--- config.mk ---
export PLATFORM = sky130hd
export DESIGN_NAME = vec_strided_lsu_flat
export DESIGN_NICKNAME = d
export VERILOG_FILES = /design/src/rtl/vec_strided_lsu_pkg.sv /design/src/rtl/vec_strided_lsu_if.sv /design/src/rtl/vec_strided_lsu_lane_align.sv /design/src/rtl/vec_strided_lsu.sv /design/src/flat_wrapper.sv
export SDC_FILE = /design/constraint.sdc
export NUM_CORES = 1
export LEC_CHECK = 0
export CORE_MARGIN = 3
export CORE_UTILIZATION = 30
export CTS_BUF_LIST = sky130_fd_sc_hd__clkbuf_16
export CTS_CLUSTER_SIZE = 12
export DETAILED_ROUTE_END_ITERATION = 8
export SKIP_CTS_REPAIR_TIMING = 1
export SLEW_MARGIN = 20
export SYNTH_ARGS = -nofsm -noshare
export SYNTH_HDL_FRONTEND = slang
export SYNTH_HIERARCHICAL = 1
export SYNTH_SLANG_ARGS = --single-unit
--- constraint.sdc ---
create_clock -name i_clk -period 6.6 [get_ports i_clk]
set_clock_uncertainty 0.2 [all_clocks]
set_input_delay 1.32 -clock i_clk [delete_from_list [all_inputs] [get_ports i_clk]]
set_output_delay 1.32 -clock i_clk [all_outputs]
set_load 0.01 [all_outputs]
--- src/rtl/vec_strided_lsu_pkg.sv ---
// Shared definitions for the strided vector load/store unit:
// SEW encodings, FSM state enum and lane/alignment helpers.
package vec_strided_lsu_pkg;

  localparam int unsigned IDX_W = 9;

  typedef enum logic [2:0] {
    SEW_8  = 3'b000,
    SEW_16 = 3'b001,
    SEW_32 = 3'b010
  } sew_e;

  typedef enum logic [2:0] {
    ST_IDLE,
    ST_FETCH,
    ST_REQ,
    ST_WAIT,
    ST_DONE
  } state_e;

  // Byte-lane enable pattern for one element; unknown encodings act as 32b.
  function automatic logic [3:0] lane_mask(input logic [2:0] sew);
    case (sew)
      SEW_8:   lane_mask = 4'b0001;
      SEW_16:  lane_mask = 4'b0011;
      default: lane_mask = 4'b1111;
    endcase
  endfunction

  // Byte offset inside the word with the low address bits forced to SEW alignment.
  function automatic logic [1:0] lane_offset(input logic [2:0] sew, input logic [1:0] addr_lo);
    case (sew)
      SEW_8:   lane_offset = addr_lo;
      SEW_16:  lane_offset = {addr_lo[1], 1'b0};
      default: lane_offset = 2'b00;
    endcase
  endfunction

  // True when the element address is not a multiple of the element size.
  function automatic logic is_misaligned(input logic [2:0] sew, input logic [1:0] addr_lo);
    case (sew)
      SEW_8:   is_misaligned = 1'b0;
      SEW_16:  is_misaligned = addr_lo[0];
      default: is_misaligned = |addr_lo;
    endcase
  endfunction

endpackage

--- src/rtl/vec_strided_lsu_if.sv ---
// Request, register-file and memory signals of the strided LSU.
// The err pulse exists only when VEC_LSU_MISALIGN_CHECK_EN is defined.
interface vec_strided_lsu_if;
  import vec_strided_lsu_pkg::*;

  logic             start;
  logic             is_store;
  logic [31:0]      base_addr;
  logic [31:0]      stride;
  logic [IDX_W-1:0] vl;
  logic [2:0]       sew;
  logic             busy;
  logic             done;
`ifdef VEC_LSU_MISALIGN_CHECK_EN
  logic             err;
`endif
  logic [IDX_W-1:0] elem_idx;
  logic [31:0]      elem_rdata;
  logic             elem_we;
  logic [31:0]      elem_wdata;
  logic             mem_valid;
  logic             mem_ready;
  logic [31:0]      mem_addr;
  logic [31:0]      mem_wdata;
  logic [3:0]       mem_wstrb;
  logic [31:0]      mem_rdata;

`ifdef VEC_LSU_MISALIGN_CHECK_EN
  modport slave (
    input  start, is_store, base_addr, stride, vl, sew, elem_rdata, mem_ready, mem_rdata,
    output busy, done, err, elem_idx, elem_we, elem_wdata, mem_valid, mem_addr, mem_wdata, mem_wstrb
  );
  modport master (
    output start, is_store, base_addr, stride, vl, sew, elem_rdata, mem_ready, mem_rdata,
    input  busy, done, err, elem_idx, elem_we, elem_wdata, mem_valid, mem_addr, mem_wdata, mem_wstrb
  );
`else
  modport slave (
    input  start, is_store, base_addr, stride, vl, sew, elem_rdata, mem_ready, mem_rdata,
    output busy, done, elem_idx, elem_we, elem_wdata, mem_valid, mem_addr, mem_wdata, mem_wstrb
  );
  modport master (
    output start, is_store, base_addr, stride, vl, sew, elem_rdata, mem_ready, mem_rdata,
    input  busy, done, elem_idx, elem_we, elem_wdata, mem_valid, mem_addr, mem_wdata, mem_wstrb
  );
`endif

endinterface

--- src/rtl/vec_strided_lsu_lane_align.sv ---
// vec_lane_align: combinational lane shift/mask shared by loads and stores.
module vec_lane_align
  import vec_strided_lsu_pkg::*;
(
  input  logic [2:0]  i_sew,
  input  logic [1:0]  i_addr_lo,
  input  logic [31:0] i_st_data,
  input  logic [31:0] i_ld_word,
  output logic [31:0] o_st_wdata,
  output logic [3:0]  o_st_wstrb,
  output logic [31:0] o_ld_data
);

  logic [1:0]  w_off;
  logic [4:0]  w_shamt;
  logic [3:0]  w_mask;
  logic [31:0] w_bytes;

  // Store data moves up into its lanes; load data moves down and is zero-extended.
  always_comb begin
    w_off      = lane_offset(i_sew, i_addr_lo);
    w_shamt    = {w_off, 3'b000};
    w_mask     = lane_mask(i_sew);
    w_bytes    = {{8{w_mask[3]}}, {8{w_mask[2]}}, {8{w_mask[1]}}, {8{w_mask[0]}}};
    o_st_wdata = i_st_data << w_shamt;
    o_st_wstrb = w_mask << w_off;
    o_ld_data  = (i_ld_word >> w_shamt) & w_bytes;
  end

endmodule

--- src/rtl/vec_strided_lsu.sv ---
// Strided vector load/store unit (vlse/vsse): one word request per element.
// Define VEC_LSU_MISALIGN_CHECK_EN to abort misaligned elements with an err pulse
// instead of forcing the low address bits to SEW alignment.
module vec_strided_lsu
  import vec_strided_lsu_pkg::*;
(
  input logic              i_clk,
  input logic              i_reset,
  vec_strided_lsu_if.slave bus
);

  state_e           r_state;
  state_e           w_next;
  logic             r_is_store;
  logic [31:0]      r_stride;
  logic [31:0]      r_addr;
  logic [IDX_W-1:0] r_vl;
  logic [IDX_W-1:0] r_idx;
  logic [2:0]       r_sew;
  logic             r_busy;
  logic             r_done;
  logic [IDX_W-1:0] r_elem_idx;
  logic             r_elem_we;
  logic [31:0]      r_elem_wdata;
  logic             r_mem_valid;
  logic [31:0]      r_mem_addr;
  logic [31:0]      r_mem_wdata;
  logic [3:0]       r_mem_wstrb;
  logic [IDX_W-1:0] w_idx_inc;
  logic             w_last;
  logic [31:0]      w_st_wdata;
  logic [3:0]       w_st_wstrb;
  logic [31:0]      w_ld_data;
`ifdef VEC_LSU_MISALIGN_CHECK_EN
  logic             r_err;
  logic             w_misaligned;

  assign w_misaligned = is_misaligned(r_sew, r_addr[1:0]);
  assign bus.err      = r_err;
`endif

  assign w_idx_inc = r_idx + 9'd1;
  assign w_last    = (w_idx_inc == r_vl);

  vec_lane_align u_align (
    .i_sew      (r_sew),
    .i_addr_lo  (r_addr[1:0]),
    .i_st_data  (bus.elem_rdata),
    .i_ld_word  (bus.mem_rdata),
    .o_st_wdata (w_st_wdata),
    .o_st_wstrb (w_st_wstrb),
    .o_ld_data  (w_ld_data)
  );

  // State register.
  always_ff @(posedge i_clk or posedge i_reset) begin
    if (i_reset) r_state <= ST_IDLE;
    else         r_state <= w_next;
  end

  // Next-state selection.
  always_comb begin
    w_next = r_state;
    case (r_state)
      ST_IDLE: begin
        if (bus.start) begin
          if (bus.vl == '0)       w_next = ST_DONE;
          else if (bus.is_store)  w_next = ST_FETCH;
          else                    w_next = ST_REQ;
        end
      end
      ST_FETCH: w_next = ST_REQ;
      ST_REQ: begin
`ifdef VEC_LSU_MISALIGN_CHECK_EN
        if (w_misaligned) w_next = ST_IDLE;
        else
`endif
        w_next = ST_WAIT;
      end
      ST_WAIT: begin
        if (bus.mem_ready) begin
          if (w_last)          w_next = ST_DONE;
          else if (r_is_store) w_next = ST_FETCH;
          else                 w_next = ST_REQ;
        end
      end
      ST_DONE: w_next = ST_IDLE;
      default: w_next = ST_IDLE;
    endcase
  end

  // Datapath and registered outputs; pulses default low every cycle.
  always_ff @(posedge i_clk or posedge i_reset) begin
    if (i_reset) begin
      r_is_store   <= 1'b0;
      r_stride     <= '0;
      r_addr       <= '0;
      r_vl         <= '0;
      r_idx        <= '0;
      r_sew        <= '0;
      r_busy       <= 1'b0;
      r_done       <= 1'b0;
      r_elem_idx   <= '0;
      r_elem_we    <= 1'b0;
      r_elem_wdata <= '0;
      r_mem_valid  <= 1'b0;
      r_mem_addr   <= '0;
      r_mem_wdata  <= '0;
      r_mem_wstrb  <= '0;
`ifdef VEC_LSU_MISALIGN_CHECK_EN
      r_err        <= 1'b0;
`endif
    end else begin
      r_done    <= 1'b0;
      r_elem_we <= 1'b0;
`ifdef VEC_LSU_MISALIGN_CHECK_EN
      r_err     <= 1'b0;
`endif
      case (r_state)
        ST_IDLE: begin
          if (bus.start) begin
            r_is_store <= bus.is_store;
            r_stride   <= bus.stride;
            r_addr     <= bus.base_addr;
            r_vl       <= bus.vl;
            r_sew      <= bus.sew;
            r_idx      <= '0;
            r_elem_idx <= '0;
            r_busy     <= 1'b1;
          end
        end
        ST_REQ: begin
`ifdef VEC_LSU_MISALIGN_CHECK_EN
          if (w_misaligned) begin
            r_err  <= 1'b1;
            r_busy <= 1'b0;
          end else
`endif
          begin
            r_mem_valid <= 1'b1;
            r_mem_addr  <= {r_addr[31:2], 2'b00};
            r_mem_wdata <= r_is_store ? w_st_wdata : '0;
            r_mem_wstrb <= r_is_store ? w_st_wstrb : '0;
          end
        end
        ST_WAIT: begin
          if (bus.mem_ready) begin
            r_mem_valid <= 1'b0;
            r_idx       <= w_idx_inc;
            r_addr      <= r_addr + r_stride;
            if (!r_is_store) begin
              r_elem_we    <= 1'b1;
              r_elem_idx   <= r_idx;
              r_elem_wdata <= w_ld_data;
            end else if (!w_last) begin
              r_elem_idx   <= w_idx_inc;
            end
          end
        end
        ST_DONE: begin
          r_done <= 1'b1;
          r_busy <= 1'b0;
        end
        default: ;
      endcase
    end
  end

  assign bus.busy       = r_busy;
  assign bus.done       = r_done;
  assign bus.elem_idx   = r_elem_idx;
  assign bus.elem_we    = r_elem_we;
  assign bus.elem_wdata = r_elem_wdata;
  assign bus.mem_valid  = r_mem_valid;
  assign bus.mem_addr   = r_mem_addr;
  assign bus.mem_wdata  = r_mem_wdata;
  assign bus.mem_wstrb  = r_mem_wstrb;

endmodule

--- src/flat_wrapper.sv ---
// flat-port wrapper written by rule: the top's interface ports become plain ports
module vec_strided_lsu_flat import vec_strided_lsu_pkg::*;
  (i_clk, i_reset, bus_start, bus_is_store, bus_base_addr, bus_stride, bus_vl, bus_sew, bus_elem_rdata, bus_mem_ready, bus_mem_rdata, bus_busy, bus_done, bus_elem_idx, bus_elem_we, bus_elem_wdata, bus_mem_valid, bus_mem_addr, bus_mem_wdata, bus_mem_wstrb);
  vec_strided_lsu_if bus_i ();
  input logic i_clk;
  input logic i_reset;
  input wire logic [$bits(bus_i.start)-1:0] bus_start;
  input wire logic [$bits(bus_i.is_store)-1:0] bus_is_store;
  input wire logic [$bits(bus_i.base_addr)-1:0] bus_base_addr;
  input wire logic [$bits(bus_i.stride)-1:0] bus_stride;
  input wire logic [$bits(bus_i.vl)-1:0] bus_vl;
  input wire logic [$bits(bus_i.sew)-1:0] bus_sew;
  input wire logic [$bits(bus_i.elem_rdata)-1:0] bus_elem_rdata;
  input wire logic [$bits(bus_i.mem_ready)-1:0] bus_mem_ready;
  input wire logic [$bits(bus_i.mem_rdata)-1:0] bus_mem_rdata;
  output wire logic [$bits(bus_i.busy)-1:0] bus_busy;
  output wire logic [$bits(bus_i.done)-1:0] bus_done;
  output wire logic [$bits(bus_i.elem_idx)-1:0] bus_elem_idx;
  output wire logic [$bits(bus_i.elem_we)-1:0] bus_elem_we;
  output wire logic [$bits(bus_i.elem_wdata)-1:0] bus_elem_wdata;
  output wire logic [$bits(bus_i.mem_valid)-1:0] bus_mem_valid;
  output wire logic [$bits(bus_i.mem_addr)-1:0] bus_mem_addr;
  output wire logic [$bits(bus_i.mem_wdata)-1:0] bus_mem_wdata;
  output wire logic [$bits(bus_i.mem_wstrb)-1:0] bus_mem_wstrb;
  assign bus_i.start = bus_start;
  assign bus_i.is_store = bus_is_store;
  assign bus_i.base_addr = bus_base_addr;
  assign bus_i.stride = bus_stride;
  assign bus_i.vl = bus_vl;
  assign bus_i.sew = bus_sew;
  assign bus_i.elem_rdata = bus_elem_rdata;
  assign bus_i.mem_ready = bus_mem_ready;
  assign bus_i.mem_rdata = bus_mem_rdata;
  assign bus_busy = bus_i.busy;
  assign bus_done = bus_i.done;
  assign bus_elem_idx = bus_i.elem_idx;
  assign bus_elem_we = bus_i.elem_we;
  assign bus_elem_wdata = bus_i.elem_wdata;
  assign bus_mem_valid = bus_i.mem_valid;
  assign bus_mem_addr = bus_i.mem_addr;
  assign bus_mem_wdata = bus_i.mem_wdata;
  assign bus_mem_wstrb = bus_i.mem_wstrb;
  vec_strided_lsu u_core (.i_clk(i_clk), .i_reset(i_reset), .bus(bus_i));
endmodule
# Word level (Yosys, flattened, before mapping)
# Index checks and enable logic that the tools add are counted.
# word_totals
ff_bits	200
input_bits	145
out_inout_bits	113
# classes
addsub	2
n_eq_ne	9
shifts	3
muxes	29
n_bitwise	2
reduce_logical	13
# ops
cell	count
32-bit two-way mux	3
32-bit one-hot mux with 2 select lines	1
9-bit two-way mux	5
9-bit one-hot mux with 2 select lines	2
32-bit adder	1
32-bit bitwise AND	1
32-bit by 5-bit left shift with 32-bit output	1
32-bit by 5-bit right shift with 32-bit output	1
3-bit two-way mux	4
3-bit one-hot mux with 4 select lines	1
9-bit by 1-bit adder with 9-bit output (second input constant)	1
9-bit equality test	1
9-bit logical NOT	1
4-bit one-hot mux with 2 select lines	1
2-bit AND reduction	4
3-bit by 1-bit equality test with 1-bit output (second input constant)	2
3-bit by 2-bit equality test with 1-bit output (second input constant)	2
3-bit logical NOT	2
1-bit two-way mux	6
3-bit AND reduction	2
2-bit nonzero test	3
2-bit two-way mux	2
4-bit two-way mux	1
2-bit != test (second input constant)	2
other kinds (7)	8

# Logic depth before layout (Yosys ltp)
# Gate-level depths: netlist (run 1).
# depth
depth_word	6
ltp_mapped	12
depth_no_buf	12

# Hierarchy
# Netlist (run 1), hierarchy kept.
# by_module_without_submodules
module	instances	cells_each	area_per_inst_um2	seq_area_each_um2
vec_strided_lsu	1	941	9887.0	5004.8
vec_lane_align	1	179	1138.6	0.0

# Least setup slack after synthesis (run 1)
# Ideal clock, no wire load.
# synth_timing
path_kind	input to register
start	input port bus_start
end	register u_core.r_addr[31]
setup_ps	128
arrival_time_ps	2750
t_required_ps	6272
path_slack_ps	3522
cell_stages	8
path_buffers	0
path_cell_list	or3b_2 a21o_1 nor2_1 nand2_1 nor4_1 o21ai_0 nand3_1 a21oi_1
# synth_via
elab_chain_len	2
# synth_rtl
item	line_no	source
start: declaration	flat_wrapper.sv:7	input wire logic [$bits(bus_i.start)-1:0] bus_start;
2-bit != test (no line)	--	
3-bit AND reduction (no line)	--	
end signal: assignment	vec_strided_lsu.sv:124	r_addr <= bus.base_addr;
end signal: assignment	vec_strided_lsu.sv:150	r_addr <= r_addr + r_stride;
end: declaration	vec_strided_lsu.sv:16	logic [31:0] r_addr;
# No other way between the ends.
# A chain may end at the register's enable or synchronous reset.

# Worst setup path in the final report (run 1)
# Ends and elaborated chain as after synthesis.

==> reports/qor.csv, run 1 <==
stage,metric,value,unit
synthesis,register area share after synthesis,45.4,%
timing,RSZ-0062 raised after global routing,false,
worst_setup_path,"Critical Path, Cell by Cell",clkdlybuf4s50_1 > or3b_2 > a21o_1 > buf_4 > nor2_1 > nand2_1 > nor4_1 > o21ai_0 > nand3_1 > a21oi_1,
timing,final setup violation count,0,
global_routing,Total GRT Usage,17.0,%
synthesis,cell area after synthesis,11000,um2
timing,Final Slew Violations,0,
floorplanning,Die Width,198,um
placement,routability cong.,0.830,
worst_setup_path,"Req. time, crit path",6740,ps
timing,Worst-Margin Slew,1050,ps
worst_setup_path,arrival time worst endpoint,3920,ps
worst_setup_path,RR Startpoint,u_core/r_addr[0],
timing,Fin Setup TNS,0,ps
placement,HPWL Detailed,23.3,mm
route,DR vias/cell,5.02,
placement,port buffer count,255,
timing,Final period util,57.4,%
clock_network,H-tree level count,4,
timing,Final min period,3790,ps
synthesis,largest cells by area after synthesis,"dfrtp_1 (45%), mux2_2 (11%), nand2_1 (5.6%), o21ai_0 (4.1%), ha_1 (3.6%)",
placement,area post-placement,14000,um2
outcome,status,completed,
synthesis,"Distinct cells, synth",67,
cells_and_area,Final Instance Area,14600,um2
synthesis,synth cell count leaders,"dfrtp_1 (200), nand2_1 (164), mux2_2 (105)",
worst_setup_path,Critical Path End Type,register,
clock_network,TritonCTS clock tree,yes,
global_routing,initial antenna violation count,3,
synthesis,Ys Warns,6,
power,Leakage,0.00614,uW
synthesis,"Top FF cell, synth",dfrtp_1,
cells_and_area,Fillers,3569,
cells_and_area,fin util,40.7,%
synthesis,top cell type's share of synthesized area,45.4,%
job,# Max-Cap Violations,0,
synthesis,top-count cell post-synth,dfrtp_1,
clock_network,clock sink total,200,
worst_setup_path,crit path max fanout,51,
timing,setup ws final,2810,ps
route,Residual DRC,0,
worst_setup_path,reg2reg path depth,12,
floorplanning,core area,35900,um2
floorplanning,Die ar.,39100,um2
floorplanning,# rows,69,
worst_setup_path,crit path launch type,input port,
synthesis,synthesized flop and latch total,200,
route,routed length per instance,18.2,um
global_routing,largest net degree at the start of global routing,105,
clock_network,Skew-Pair Late Insertion Delay,450,ps
cells_and_area,Layout Nets,1516,
timing,max frequency,0.264,GHz
synthesis,asr flop ratio synth,100,%
route,number of routed nets with antenna violations,0,
synthesis,Yosys top cell by area,dfrtp_1,
power,PwrDens,499,nW/um2
route,DR pass1 iterations,7,
floorplanning,Die H,198,um
synthesis,Gate Count Post-Synth,1120,
global_routing,first-pass GRT wire length,52.6,mm
global_routing,grt total ovfl,0,
cells_and_area,share of layout cells above drive strength 1,13.1,%
clock_network,CTS Buf Count,17,
clock_network,root buffer cell,clkbuf_16,
worst_setup_path,worst setup path end,u_core/r_addr[31],
route,Routed WL,33.0,mm
worst_setup_path,reg2reg end,u_core/r_addr[28],
synthesis,Post-synth EDFFs,0,
clock_network,Worst-path clk slew,80,ps
route,total number of vias,9106,
worst_setup_path,Worst Setup Path Type,in -> reg,
floorplanning,Initial Utilization,30.7,%
worst_setup_path,R2R Setup Slk,2960,ps
synthesis,Syn Area/Cell,9.84,um2
worst_setup_path,CP Launch Point,bus_start,
worst_setup_path,"slowest stage delay, CP",590,ps
worst_hold_path,worst min path class,reg -> reg,
placement,worst slack at placement,2350,ps
floorplanning,Ports,258,
route,Initial DRC Count,562,
worst_setup_path,critical path's slowest cell,nor2_1,
global_routing,number of global-route vias before repair,9330,
cells_and_area,layout overhead on the synthesized area,32.5,%
timing,worst rel slew slack,29.7,%
clock_network,CTS max path bufs,2,
timing,final hold viol count,0,
power,Max rail drop VDD,0.000185,V
[cell usage in the layout (no fill, tap or decap), types with 6 or more instances in the layout]
cell             instances
clkdlybuf4s50_1        255
dfrtp_1                200
nand2_1                163
mux2_2                 105
o21ai_0                 91
a21oi_1                 56
nor2_1                  45
inv_1                   43
ha_1                    32
and2_1                  26
xor2_1                  23
xnor2_1                 21
mux2i_1                 19
a21o_1                  18
clkbuf_16               17
buf_4                   16
a222oi_1                16
nand3_1                 13
nor3_1                  12
o31ai_1                 12
nand4_1                 12
and3_1                  11
a22o_1                  10
o22ai_1                 10
a22oi_1                  9
o221ai_1                 9
a31oi_1                  7
o211ai_1                 7
nand2b_1                 6
nor2b_1                  6
[registers in the layout (all words and copies together) (netlist names), 4 cells and up]
signal                 count
u_core/bus.elem_idx        9
u_core/bus.elem_wdata     32
u_core/bus.mem_addr       30
u_core/bus.mem_wdata      32
u_core/bus.mem_wstrb       4
u_core/r_addr             32
u_core/r_idx               9
u_core/r_stride           32
u_core/r_vl                9
[how the worst min path moves through the flow]
stage | start | to | slack [ps] | cells past startpoint
final | u_core/bus.elem_idx[1] | u_core/bus.elem_idx[1] | 280 | 2
after global routing | u_core/bus.mem_wdata[24] | u_core/bus.mem_wdata[24] | 310 | 2
after CTS | u_core/bus.mem_wdata[11] | u_core/bus.mem_wdata[11] | 290 | 2
after detailed placement | u_core/bus.mem_wdata[11] | u_core/bus.mem_wdata[11] | 270 | 2
after global placement | u_core/bus.mem_valid | u_core/bus.mem_valid | 260 | 2
after floorplan | u_core/r_addr[25] | u_core/r_addr[25] | 270 | 2
[cell type report]
cell class              instances  area [um2]  share of cell area (%)
clock inverters                15         188                    1.28
clock buffers                  17         425                    2.91
multi-input cells             804        5560                    38.1
diodes                          3        7.51                  0.0514
inverters                      44         169                    1.16
well taps                     461         577                    3.95
repair buffers                271        2670                    18.3
flip-flops and latches        200        5000                    34.3
[metrics by stage]
stage                     hold slack, ps  power [uW]  instances
final                                282        7290       1815
after global routing                 308        7900       1814
after CTS                            289        7350       1812
after detailed placement             270        6170       1780
after global placement               260        6130       1780
after floorplan                      271        4830       1121
[logic make-up after synthesis]
logic type,after synthesis,synth area share [%]
and+or+nand+nor,321,13.9
AOI/OAI and AO/OA,280,16.5
muxes,124,12.4
xor gates and xnor gates,44,3.50
other,1,0.0340
DFF,200,45.4
adders and majority gates,33,3.81
buffers and inverters,117,4.44
[report_power, final]
group          internal (uW)  switching, uW  total [uW]
clock                    607            518        1120
combinational           1910           2120        4020
sequential              1750            388        2140
total                   4260           3020        7290
[worst max-delay path, delay by kind of cell]
| kind | cells | cell delay, ps |
|---|---|---|
| buf+inv | 2 | 780 |
| compound gates | 3 | 340 |
| simple gates | 5 | 1470 |
[metal layers]
layer / wire (um) / vias up / track usage [%] / part of all wire (%)
met5: 11 / - / 0 / 0.033
met4: 602 / 2 / 5.58 / 1.8
met3: 1680 / 41 / 2.99 / 5.1
met2: 15600 / 277 / 27.2 / 47
met1: 15200 / 4360 / 23.4 / 46
li1: - / 4426 / - / -
(Power assumes the default switching activity.)
==> inputs of run 2 (changes only) <==
Clock period 6.6 ns to 3.7 ns, I/O delays scaled along.
==> run 2 against run 1 <==
  * Critical path depth increased by 3
  * Clock power increased by 79%
  * Count of clock-buffer cells in the layout unchanged
  * Sequential share of layout area decreased by 0.27 points
  * Highest routed layer unchanged
==> reports/qor.csv, run 2 (synthesis gave the netlist of run 1 again) <==
stage,metric,value,unit,change
outcome,status,completed,,unchanged
timing,final setup violation count,0,,unchanged
clock_network,Worst-path clk slew,80,ps,about the same
timing,setup ws final,471,ps,was 2810 ps
timing,RSZ-0062 raised after global routing,false,,unchanged
route,Initial DRC Count,585,,was 562
worst_setup_path,RR Startpoint,u_core/r_stride[0],,was u_core/r_addr[0]
cells_and_area,layout overhead on the synthesized area,33.5,%,was 32.5%
global_routing,routing usage on met3,3.78,%,was 2.99%
timing,Worst-Margin Slew,776,ps,was 1050 ps
worst_setup_path,reg2reg path depth,13,,was 12
timing,Final Slew Violations,0,,unchanged
timing,Final min period,3230,ps,
global_routing,largest net degree at the start of global routing,80,,was 105
floorplanning,Die Width,198,um,unchanged
placement,port buffer count,255,,unchanged
global_routing,grt total ovfl,0,,unchanged
floorplanning,Die H,198,um,unchanged
global_routing,M2 GR Usage,26.9,%,was 27.2%
worst_setup_path,R2R Setup Slk,470,ps,was 2960 ps
route,total number of vias,9194,,was 9106
cells_and_area,Fillers,3565,,was 3569
cells_and_area,Final Instance Area,14700,um2,was 14600 um2
route,routed length per instance,18.0,um,was 18.2 um
power,power consumption,13100,uW,was 7290 uW
worst_setup_path,crit path max fanout,3,,was 51
worst_setup_path,reg2reg end,u_core/r_addr[30],,was u_core/r_addr[28]
cells_and_area,most frequent cells in the layout,"clkdlybuf4s50_1 (255), dfrtp_1 (200), nand2_1 (163)",,unchanged
placement,HPWL Detailed,23.7,mm,was 23.3 mm
clock_network,CTS max path bufs,2,,unchanged
timing,Fin Setup TNS,0,ps,unchanged
cells_and_area,Multi-input gate area,5560,um2,about the same
cells_and_area,"most common cell after layout, fill and taps aside",clkdlybuf4s50_1,,unchanged
worst_hold_path,worst min path class,reg -> reg,,unchanged
clock_network,TritonCTS clock tree,yes,,unchanged
timing,worst rel slew slack,48.3,%,was 29.7%
worst_setup_path,Crit path max-delay family,compound AO/OA/AOI/OAI gates,,was simple AND/OR/NAND/NOR gates
worst_setup_path,critical path's slowest cell,fa_1,,was nor2_1
route,number of routed nets with antenna violations,0,,unchanged
worst_setup_path,"Req. time, crit path",3850,ps,was 6740 ps
global_routing,initial antenna violation count,3,,unchanged
cells_and_area,share of layout cells above drive strength 1,13.8,%,was 13.1%
floorplanning,core area,35900,um2,unchanged
global_routing,first-pass GRT wire length,51.3,mm,was 52.6 mm
worst_setup_path,arrival time worst endpoint,3380,ps,was 3920 ps
clock_network,Skew-Pair Late Insertion Delay,450,ps,about the same
global_routing,GR Layer Usage met1,22.0,%,was 23.4%
clock_network,root buffer cell,clkbuf_16,,unchanged
route,Routed WL,32.9,mm,was 33.0 mm
job,# Max-Cap Violations,0,,unchanged
worst_hold_path,Hold Crit Depth,2,,unchanged
worst_setup_path,Worst Setup Path Type,reg -> reg,,was in -> reg
global_routing,Total GRT Usage,16.5,%,was 17.0%
clock_network,clock sink total,200,,unchanged
cells_and_area,Reg area,5000,um2,unchanged
power,PwrDens,889,nW/um2,was 499 nW/um2
route,Residual DRC,0,,unchanged
placement,area post-placement,14100,um2,was 14000 um2
power,Leakage,0.00621,uW,was 0.00614 uW
floorplanning,Die ar.,39100,um2,unchanged
timing,final hold viol count,0,,unchanged
worst_setup_path,crit path launch type,register,,was input port
power,Max rail drop VDD,0.000392,V,was 0.000185 V
worst_hold_path,Worst Hold Path EP,u_core/bus.mem_wdata[12],,was u_core/bus.elem_idx[1]
clock_network,H-tree level count,4,,unchanged
global_routing,number of global-route vias before repair,9226,,was 9330
global_routing,layer with the highest usage,met2,,unchanged
worst_setup_path,critical path buffer and inverter count,2,,unchanged
route,DR vias/cell,5.04,,was 5.02
floorplanning,Ports,258,,unchanged
clock_network,CTS Buf Count,17,,unchanged
route,DR pass1 iterations,5,,was 7
floorplanning,# rows,69,,unchanged
worst_setup_path,"slowest stage delay, CP",360,ps,was 590 ps
worst_setup_path,Critical Path End Type,register,,unchanged
floorplanning,Initial Utilization,30.7,%,unchanged
worst_setup_path,"Critical Path, Cell by Cell",ha_1 > inv_1 > fa_1 > and2b_1 > o211ai_1 > a211oi_2 > nor3b_1 > buf_4 > nor3_1 > o2111ai_1 > a21o_1 > and3b_1 > o31ai_1,,was clkdlybuf4s50_1 > or3b_2 > a21o_1 > buf_4 > nor2_1 > nand2_1 > nor4_1 > o21ai_0 > nand3_1 > a21oi_1
timing,max frequency,0.310,GHz,
placement,worst slack at placement,501,ps,was 2350 ps
cells_and_area,Layout Nets,1527,,was 1516
placement,routability cong.,0.836,,was 0.830
timing,Final period util,87.3,%,
cells_and_area,fin util,41.0,%,was 40.7%
worst_hold_path,hold path startpoint,u_core/bus.mem_wdata[12],,was u_core/bus.elem_idx[1]
-- run 2: cell count changes in the layout (fill, tap and decap cells not counted), sizes merged --
cell      change
clkinvlp      +1
clkinv        -1
buf          +11
-- run 2: area by class of cell --
cell class                      instances  share of cell area (%)
Tap cell                              461                    3.92
Inverter                               44                    1.15
Antenna cell                            3                  0.0510
Clock inverter                         15                    1.31
Timing Repair Buffer                  282                    19.0
Clock buffer                           17                    2.89
Multi-Input combinational cell        804                    37.7
Sequential cell                       200                    34.0
-- run 2: report_power, final --
group          total [uW]  leakage (uW)  switching [uW]  internal, uW
Combinational        7270       0.00342            3790          3470
Clock                2010      0.000301             922          1090
Sequential           3810       0.00249             695          3120
Total               13100       0.00621            5410          7680
-- run 2: worst max-delay path by stage --
stage,start,end,depth (start not counted)
3_5_place_dp,u_core/r_stride[0],u_core/r_addr[30],13
2_1_floorplan,i_reset,u_core/bus.busy,1
3_3_place_gp,u_core/r_addr[0],u_core/r_addr[30],13
4_1_cts,u_core/r_stride[0],u_core/r_addr[30],13
6_report,u_core/r_stride[0],u_core/r_addr[30],13
5_1_grt,u_core/r_stride[0],u_core/r_addr[30],13
-- run 2: per-layer routing --
layer | part of all wire [%] | routed length [um]
met3 | 6.0 | 1990
met2 | 47 | 15600
met4 | 1.9 | 628
met1 | 45 | 14700
met5 | 0.027 | 9
-- run 2: worst register-to-register path, delay by kind of cell (launching register included) --
kind                       cells  cell delay (ps)
and+or+nand+nor                4              720
DFF                            1              350
adders and majority gates      2              570
buffers and inverters          2              230
AOI/OAI and AO/OA              5             1070
-- run 2: metrics by stage --
step	std cells	hold slack [ps]
final	1826	284
after global routing	1825	309
after CTS	1823	290
after detailed placement	1791	270
after global placement	1791	262
after floorplan	1121	271
